<file path="src/rtl/piso_shift_register_tx.sv">
// Parallel-in serial-out transmitter: valid/ready word load, MSB-first shift-out gated by en.
// Optional even-parity trailer bit when PARITY_EN is defined (frame becomes WIDTH+1 bits).
module piso_shift_register_tx #(
  parameter int WIDTH = 8
) (
  input  logic             clk,
  input  logic             rst_n,
  input  logic             en,
  input  logic             load_valid,
  output logic             load_ready,
  input  logic [WIDTH-1:0] data_in,
  output logic             ser_out,
  output logic             ser_valid,
  output logic             busy,
  output logic             done
);

`ifdef PARITY_EN
  localparam int FLEN = WIDTH + 1;
`else
  localparam int FLEN = WIDTH;
`endif
  localparam int CW = $clog2(FLEN + 1);

  typedef enum logic {IDLE, SHIFT} state_t;

  state_t          state;
  logic [FLEN-1:0] sr;
  logic [CW-1:0]   cnt;
  logic [FLEN-1:0] word;
  logic            last;
  logic            accept;

`ifdef PARITY_EN
  // Parity is fixed at accept so later data_in changes cannot disturb it.
  assign word = {data_in, ^data_in};
`else
  assign word = data_in;
`endif

  assign last       = (cnt == CW'(FLEN));
  assign done       = (state == SHIFT) && last && en;
  assign load_ready = (state == IDLE) || done;
  assign accept     = load_valid && load_ready;

  assign ser_out    = sr[FLEN-1];
  assign ser_valid  = (state == SHIFT);
  assign busy       = (state == SHIFT);

  always_ff @(posedge clk or negedge rst_n) begin
    if (!rst_n) begin
      state <= IDLE;
      sr    <= '0;
      cnt   <= '0;
    end else if (accept) begin
      // Covers both the idle start and the gapless restart on the done cycle.
      state <= SHIFT;
      sr    <= word;
      cnt   <= CW'(1);
    end else if (state == SHIFT && en) begin
      if (last) begin
        state <= IDLE;
        sr    <= '0;
        cnt   <= '0;
      end else begin
        sr    <= {sr[FLEN-2:0], 1'b0};
        cnt   <= cnt + CW'(1);
      end
    end
  end

endmodule

</file>
<file path="config.mk">
export PLATFORM = sky130hd
export DESIGN_NAME = piso_shift_register_tx
export DESIGN_NICKNAME = d
export VERILOG_FILES = /design/src/rtl/piso_shift_register_tx.sv
export SDC_FILE = /design/constraint.sdc
export NUM_CORES = 1
export LEC_CHECK = 0
export BUFFER_PORTS_ARGS = -buffer_cell sky130_fd_sc_hd__buf_2
export CAP_MARGIN = 20
export CORE_MARGIN = 5
export CORE_UTILIZATION = 35
export CTS_BUF_LIST = sky130_fd_sc_hd__clkbuf_4 sky130_fd_sc_hd__clkbuf_8 sky130_fd_sc_hd__clkbuf_16
export CTS_CLUSTER_DIAMETER = 50
export CTS_CLUSTER_SIZE = 30
export DETAILED_ROUTE_END_ITERATION = 10
export SYNTH_ARGS = -nofsm -noshare
export SYNTH_HDL_FRONTEND = slang
export SYNTH_SLANG_ARGS = --single-unit
</file>
<file path="constraint.sdc">
create_clock -name clk -period 1.8 [get_ports clk]
set_clock_uncertainty 0.15 [all_clocks]
set_input_delay 0.45 -clock clk [delete_from_list [all_inputs] [get_ports clk]]
set_output_delay 0.45 -clock clk [all_outputs]
set_load 0.03 [all_outputs]
</file>
==> results.cfg, run 1 <==
[run_status]
status = finished with violations
violations = negative setup slack

[synthesis]
seq_area_frac_synth_pct = 48.3
synth_common_cells = dfrtp_1, a221o_1, and2_1, nand2_1
synth_top_area_share_pct = 48.3
synth_edf_count = 0
async_flop_share_pct = 100
syn_avg_cell_area_um2 = 10.0
ys_ff_latch = 13
ys_warn_count = 0
synth_area_leaders = dfrtp_1, a221o_1, and2_1, ha_1, nand2_1
postSynthCellCount = 67
yosysTopAreaCell = dfrtp_1
yosysMostFrequentCell = dfrtp_1
synthFlopType = dfrtp_1
syn_area_um2 = 673
syn-num-nets = 81
synth_cell_type_count = 27

[floorplanning]
fp-row-count = 15
chipWidth_um = 53.9
start_util_pct = 37.8
ios = 17
fp.dieH_um = 53.9
die_area_um2 = 2900
core_area_um2 = 1780

[clock_tree]
clk_path_buf_depth = 2
path_clk_slew_ns = 0.07
clock-sinks = 13
cts_buffers = 3
ctsHtreeMaxLevel = 1
clockRootBuffer = clkbuf_4
clk_latency_ns = 0.27
cts_tree = yes

[timing]
min_period_ns = 1.87
slew_viol_final = 0
finalWorstSetupSlack_ns = -0.0687
rsz0062_at_grt = yes
setup_viol = 2
hold_violations = 0
fin_crit_sh_pct = 104
fmax_mhz = 535
timing.slew.headroom_pct = 66.5
tightest_slew_ns = 0.500

[final_layout]
final_net_count = 106
antenna_cells = 0
drive_above_1_share_pct = 31.9
multi_input_area_um2 = 323
utilization_pct = 48.6
nFillCells = 173
area_delta_synth_final_pct = 28.6
seq_area_um2 = 327

[power_and_ir_drop]
peakVddDrop_uv = 813
p_leak_uw = 0.000426
p_per_area_nw_per_um2 = 1410
fin_total_pwr_uw = 1220

[worst_setup_path]
critical_path.startpoint = cnt[1]
worstSetupEndpointType = primary output
criticalPathCategory = reg -> out
cp_slowest_stage_delay_ns = 0.38
worstReg2RegStart = cnt[1]
slowest_stage = dfrtp_1
worstPathRequired_ns = 1.20
start_kind = register
crit_arrival_ns = 1.27
critPathMaxFanout = 3
worstPathCellList = inv_1 -> ha_2 -> nand3b_1 -> nor2_1 -> buf_4

[drt]
detail-route-antenna-nets = 0
drc = 0
vias_per_cell = 5.13
drt_iter0_markers = 12
routed_wl_um = 1470
vias = 595
first_pass_iters = 4
drt-wirelength-per-cell_um = 12.6

[global_route]
grtUsageTotal_pct = 11.6
globalRoute.totalOverflow = 0
grt_max_degree = 14
antenna_found_initial = 0
grt_pass1_wl_um = 2390
grt_pass1_vias = 536

[min_path]
hp-start = data_in[0]
hold_class = in -> reg

[placement]
portBuffers = 16
gp_congestion = 0.871
dp_hpwl_um = 1090

[flow_run]
drv_cap = 0
## cells by family (layout without fill, tap and decap cells)
kind of cell | count (synthesis) | count (layout) | synth area share, %
fa+ha+maj | 2 | 2 | 3.72
buf+inv | 6 | 30 | 4.09
compound gates | 15 | 15 | 18.0
mux | 1 | 1 | 1.49
simple gates | 30 | 30 | 24.4
flops | 13 | 13 | 48.3
## critical path: cells and delay by family, from the launching register on
| family | cells | cell delay (ns) |
|---|---|---|
| flops | 1 | 0.38 |
| buf+inv | 2 | 0.22 |
| simple gates | 2 | 0.21 |
| fa+ha+maj | 1 | 0.19 |
## flip-flops by register name, summed over array words and instances, names as in the netlist
name / count
busy: 1
cnt: 4
sr: 8
## report_power, final
group,total [uW],internal (uW),switching (uW)
logic,535,263,272
registers,499,411,87.8
clock network,190,101,89.6
total,1220,775,450
## path summary, 6_finish.rpt
| path | endpoint | slack [ns] | cells past startpoint |
|---|---|---|---|
| min in group asynchronous | busy | 0.43 | 2 |
| max in group asynchronous | busy | 0.83 | 2 |
| setup reg to reg | sr[2] | 0.12 | 6 |
| hold reg to reg | sr[4] | 0.36 | 1 |
| hold / removal | sr[0] | 0.25 | 2 |
| setup / recovery | done | -0.07 | 5 |
## area by class of cell
type	instances	area share (%)
Clock buffer	4	3.47
Timing Repair Buffer	23	16.6
Multi-Input combinational cell	48	37.3
Tap cell	25	3.61
Inverter	3	1.30
Sequential cell	13	37.7
## layer usage
layer	share of wire (%)	track usage (%)	routed length, um	up-vias
met5	0	0	0	-
met4	0	1.70	0	0
met3	5.5	4.99	80	0
met2	46	16.3	677	18
met1	48	16.5	708	284
li1	-	-	-	293
## stage by stage
| step | cell area [um2] | worst slack, ns | hold slack [ns] | setup TNS, ns | cells |
|---|---|---|---|---|---|
| floorplan | 673 | 0.000646 | 0.00441 | 0 | 67 |
| global placement | 798 | 0.0907 | 0.205 | 0 | 109 |
| detailed placement | 798 | 0.0745 | 0.208 | 0 | 109 |
| CTS | 865 | -0.0869 | 0.245 | -0.165 | 116 |
| global route | 866 | -0.155 | 0.245 | -0.274 | 116 |
| finish | 866 | -0.0687 | 0.252 | -0.131 | 116 |
## layout by cell type, fill, tap and decap left out, drive strengths merged
cell,instances
a211oi,1
a21oi,3
a221o,7
a22o,1
a31oi,1
and2,7
and3b,1
buf,22
clkbuf,4
dfrtp,13
dlygate4sd3,1
ha,2
inv,3
mux2i,1
nand2,6
nand3,4
nand3b,1
nand4,1
nand4b,1
nor2,4
nor2b,1
nor3,1
nor3b,1
o21ai,2
or3,2
## timing repair
action | CTS | global route
pin swaps | 2 | 1
gates resized for setup | 4 | 1
hold endpoints to repair | 13 | 0
hold buffers | 1 | 0
setup endpoints to repair | 2 | 2
buffers inserted | 2 | 0
Note: power is estimated with default switching activity, not from simulation.
==> run 2, diff against run 1 <==
SKIP_CTS_REPAIR_TIMING = 1   (was not set)
clock period = 1.78 ns   (was 1.8 ns; I/O delays follow)
==> run 2 against run 1 <==
The run still ends with negative setup slack left. Count of clock-buffer cells in the layout is the same. Power grew 6.2%. Hold slack lost 0.013 ns. Cell area grew 2.9%. First-iteration DRC count grew 33%. Routed wire length grew 4.5%. Critical path type unchanged.
==> results.cfg, run 2 (synthesized netlist as in run 1, its figures left out) <==
[run_status]
status = finished with violations
violations = negative setup slack

[global_route]
grt_max_degree = 14
grt_pass1_vias = 559
grtUsageTotal_pct = 12.1
globalRoute.totalOverflow = 0
antenna_found_initial = 0
grt_pass1_wl_um = 2500

[timing]
tightest_slew_ns = 0.603
setup_viol = 2
min_period_ns = 1.87
timing.slew.headroom_pct = 58.6
rsz0062_at_grt = yes
hold_violations = 0
whs_ns = 0.240
fin_crit_sh_pct = 105
finalWorstSetupSlack_ns = -0.0873
slew_viol_final = 0
tns_ns = -0.148
fmax_mhz = 536

[drt]
first_pass_iters = 5
drc = 0
vias = 609
drt-wirelength-per-cell_um = 13.1
drt_iter0_markers = 16
vias_per_cell = 5.21
routed_wl_um = 1530
detail-route-antenna-nets = 0

[worst_setup_path]
worstPathRequired_ns = 1.18
worstPathCellList = inv_2 -> ha_4 -> nand4b_1 -> nand2_2 -> buf_6
worstSetupEndpointType = primary output
critPathMaxFanout = 3
start_kind = register
criticalPathCategory = reg -> out
cp_slowest_stage_delay_ns = 0.41
crit_arrival_ns = 1.27
slowest_stage = dfrtp_1

[placement]
dp_hpwl_um = 1070
portBuffers = 16
gp_congestion = 0.777

[final_layout]
largest_reg_flops = 8
final_net_count = 107
final_cell_mix = buf_2, dfrtp_1, a221o_1, buf_4, and2_1
drive_above_1_share_pct = 35.9
final_common_cell = buf_2
area_delta_synth_final_pct = 32.3
largest_register = sr
antenna_cells = 0

[floorplanning]
chipWidth_um = 53.9
core_area_um2 = 1780
ios = 17
die_area_um2 = 2900
fp.dieH_um = 53.9
fp-row-count = 15
start_util_pct = 37.8

[power_and_ir_drop]
peakVddDrop_uv = 708
p_leak_uw = 0.000431
p_per_area_nw_per_um2 = 1460

[clock_tree]
clk_latency_ns = 0.28
clockRootBuffer = clkbuf_4
ctsHtreeMaxLevel = 1
clock-sinks = 13
clk_path_buf_depth = 2
cts_tree = yes
cts_buffers = 3
path_clk_slew_ns = 0.08

[min_path]
hold_class = in -> reg

[flow_run]
drv_cap = 0
==> run 2: worst max-delay path: cells and delay by family (launching register included) <==
family / cells / cell delay (ns)
adder cells (fa/ha/maj): 1 / 0.12
buffers and inverters: 2 / 0.21
flip-flops: 1 / 0.41
AND/OR/NAND/NOR: 2 / 0.25
==> run 2: per-stage QoR <==
| stage | worst slack [ns] | cells | utilization [%] | total power (uW) | area, um2 |
|---|---|---|---|---|---|
| floorplan | 0.0571 | 67 | - | 849 | 676 |
| global placement | 0.0729 | 108 | 44.5 | 1000 | 793 |
| detailed placement | 0.0701 | 108 | 44.5 | 1000 | 793 |
| CTS | -0.244 | 112 | 46.2 | 1210 | 823 |
| global route | -0.162 | 117 | 50.0 | 1410 | 891 |
| finish | -0.0873 | 117 | 50.0 | 1300 | 891 |
==> run 2: final timing paths <==
kind                       depth (start not counted)        from    endpoint  slack (ns)
min reg2reg                                        1       sr[1]       sr[2]        0.36
min                                                2  data_in[0]       sr[0]        0.24
max                                                5      cnt[1]  load_ready       -0.09
min in group asynchronous                          2       rst_n      cnt[3]        0.42
max reg2reg                                        5      cnt[1]       sr[3]        0.11
max in group asynchronous                          2       rst_n       sr[1]        0.83
==> run 2: routing by layer <==
layer	GRT usage, %	up-vias	wire length [um]
met4	2.55	0	12
met5	0	-	0
met3	5.26	2	86
li1	-	293	-
met2	18.1	20	712
met1	16.0	294	721
==> run 2: power breakdown <==
part | internal, uW | switching, uW | total (uW)
clock network | 102 | 97.9 | 200
logic | 298 | 296 | 594
registers | 415 | 91.8 | 507
total | 814 | 486 | 1300
==> run 2: layout make-up <==
type,count,area [um2]
fill,174,892
multi-input combinational,48,338
sequential,13,325
timing repair buffer,24,155
tap,25,31.3
clock buffer,4,30.0
inverter,3,11.3
==> run 3, diff against run 2 <==
CORE_UTILIZATION = 45   (was 35)
PLACE_DENSITY = 0.69   (was not set)
==> run 3 against run 2 <==
Sequential cell count unchanged. Setup slack worse by 0.015 ns. Critical endpoint unchanged. Cell count down 8.5%. Largest power group unchanged. Hold slack better by 0.0012 ns. Sequential share of layout area up 1.3 points. Die area down 18%. Critical path type unchanged. Global-route usage about the same. First-iteration DRC count down 69%. Non-clock buffer count down 1. The run still ends with negative setup slack left. Routed wire length down 5.7%. Clock power about the same. Register-to-register slack worse by 0.02 ns.
==> results.cfg, run 3 (synthesized netlist as in run 1, its figures left out) <==
[run_status]
status = finished with violations
violations = negative setup slack

[worst_setup_path]
worstRegToRegCells = 6
criticalPathCategory = reg -> out
crit_arrival_ns = 1.29
worstSetupEndpointType = primary output
worstPathRequired_ns = 1.18
start_kind = register
worstReg2RegStart = cnt[0]
rrSetupSlack_ns = 0.09
timing.rr.end = sr[2]
critPathMaxFanout = 3

[final_layout]
antenna_cells = 0
largest_register = sr
final_cell_mix = buf_2, dfrtp_1, a221o_1, and2_1, buf_4
stdcell_area_um2 = 863
multi_input_area_um2 = 328
area_delta_synth_final_pct = 28.3
drive_above_1_share_pct = 34.1
nFillCells = 131
utilization_pct = 59.4
seq_area_um2 = 327
final_common_cell = buf_2
largest_reg_flops = 8
final_net_count = 106

[drt]
drt_iter0_markers = 5
routed_wl_um = 1440
first_pass_iters = 2
detail-route-antenna-nets = 0
vias = 582
drc = 0
vias_per_cell = 5.44
drt-wirelength-per-cell_um = 13.5

[timing]
slew_viol_final = 0
hold_violations = 0
tightest_slew_ns = 0.600
finalWorstSetupSlack_ns = -0.102
setup_viol = 2
fmax_mhz = 531
min_period_ns = 1.88
whs_ns = 0.241
tns_ns = -0.190
fin_crit_sh_pct = 106
timing.slew.headroom_pct = 58.9
rsz0062_at_grt = yes

[clock_tree]
cts_buffers = 3
ctsHtreeMaxLevel = 1
path_clk_slew_ns = 0.08
clk_path_buf_depth = 2
clockRootBuffer = clkbuf_4
clk_latency_ns = 0.27
clock-sinks = 13
cts_tree = yes

[global_route]
grtUsageTotal_pct = 12.2
grt_pass1_wl_um = 2340
antenna_found_initial = 0
grt_max_degree = 14
globalRoute.totalOverflow = 0
grt_pass1_vias = 550

[min_path]
hold_path_end = sr[0]
hp-start = data_in[0]
hold_class = in -> reg
hold_path_depth = 2

[placement]
dp_hpwl_um = 1050
gp_congestion = 0.825
dpl_cell_area_um2 = 782
portBuffers = 16

[power_and_ir_drop]
switchingPower_uw = 459
internal_power_uw = 792
sw_frac_of_total_pct = 36.7
seq_power_share_pct = 40.5
p_per_area_nw_per_um2 = 1450
clockPowerShare_pct = 15.7
power_frac_comb_pct = 43.8
peakVddDrop_uv = 580
fin_total_pwr_uw = 1250
p_leak_uw = 0.000426

[floorplanning]
fp-row-count = 14
die_area_um2 = 2370
fp.dieH_um = 48.7
chipWidth_um = 48.7
core_area_um2 = 1450
ios = 17
start_util_pct = 46.3

[flow_run]
drv_cap = 0
[run 3: cell count changes in the layout (fill, tap and decap cells not counted)]
cell / change
inv_1: +2
ha_2: +1
buf_4: -1
inv_2: -2
dfrtp_2: +1
ha_4: -1
dfrtp_1: -1
[run 3: worst max-delay path, cell delays in order (launching register included)]
cell and delay, ns:
dfrtp_1 0.39, inv_1 0.07, ha_2 0.18, nand4b_1 0.13
nand2_2 0.11, buf_6 0.13
[run 3: cell type report]
class | instances | share of cell area, %
Sequential cell | 13 | 37.8
Timing Repair Buffer | 23 | 17.1
Clock buffer | 4 | 3.48
Inverter | 3 | 1.30
Tap cell | 16 | 2.32
Multi-Input combinational cell | 48 | 38.0
[run 3: power by group through the flow]
stage / clock network (uW) / logic, uW / registers [uW]
after floorplan: 0 / 329 / 519
after global placement: 0 / 481 / 506
after detailed placement: 0 / 489 / 513
after CTS: 200 / 493 / 506
after global routing: 221 / 607 / 528
final: 197 / 548 / 507
[run 3: worst max path at each step]
stage	startpoint	endpoint	slack [ns]
after floorplan	busy	load_ready	0.06
after global placement	cnt[1]	sr[2]	0.11
after detailed placement	cnt[1]	sr[1]	0.08
after CTS	cnt[1]	load_ready	-0.21
after global routing	cnt[0]	load_ready	-0.19
final	cnt[0]	load_ready	-0.10
[run 3: metal layers]
metal  wire (um)  track usage, %  part of all wire [%]  up-vias
li1            -               -                     -      293
met1         674            16.7                    47      277
met2         686            17.4                    48       10
met3          71            3.68                   4.9        2
met4          12            5.38                  0.83        0
met5           0               0                     0        -
[run 3: metrics by stage]
| step | setup slack, ns | cells |
|---|---|---|
| 5_1_grt | -0.186 | 107 |
| 3_5_place_dp | 0.0849 | 99 |
| 3_3_place_gp | 0.106 | 99 |
| 4_1_cts | -0.206 | 103 |
| 6_report | -0.102 | 107 |
| 2_1_floorplan | 0.0571 | 67 |
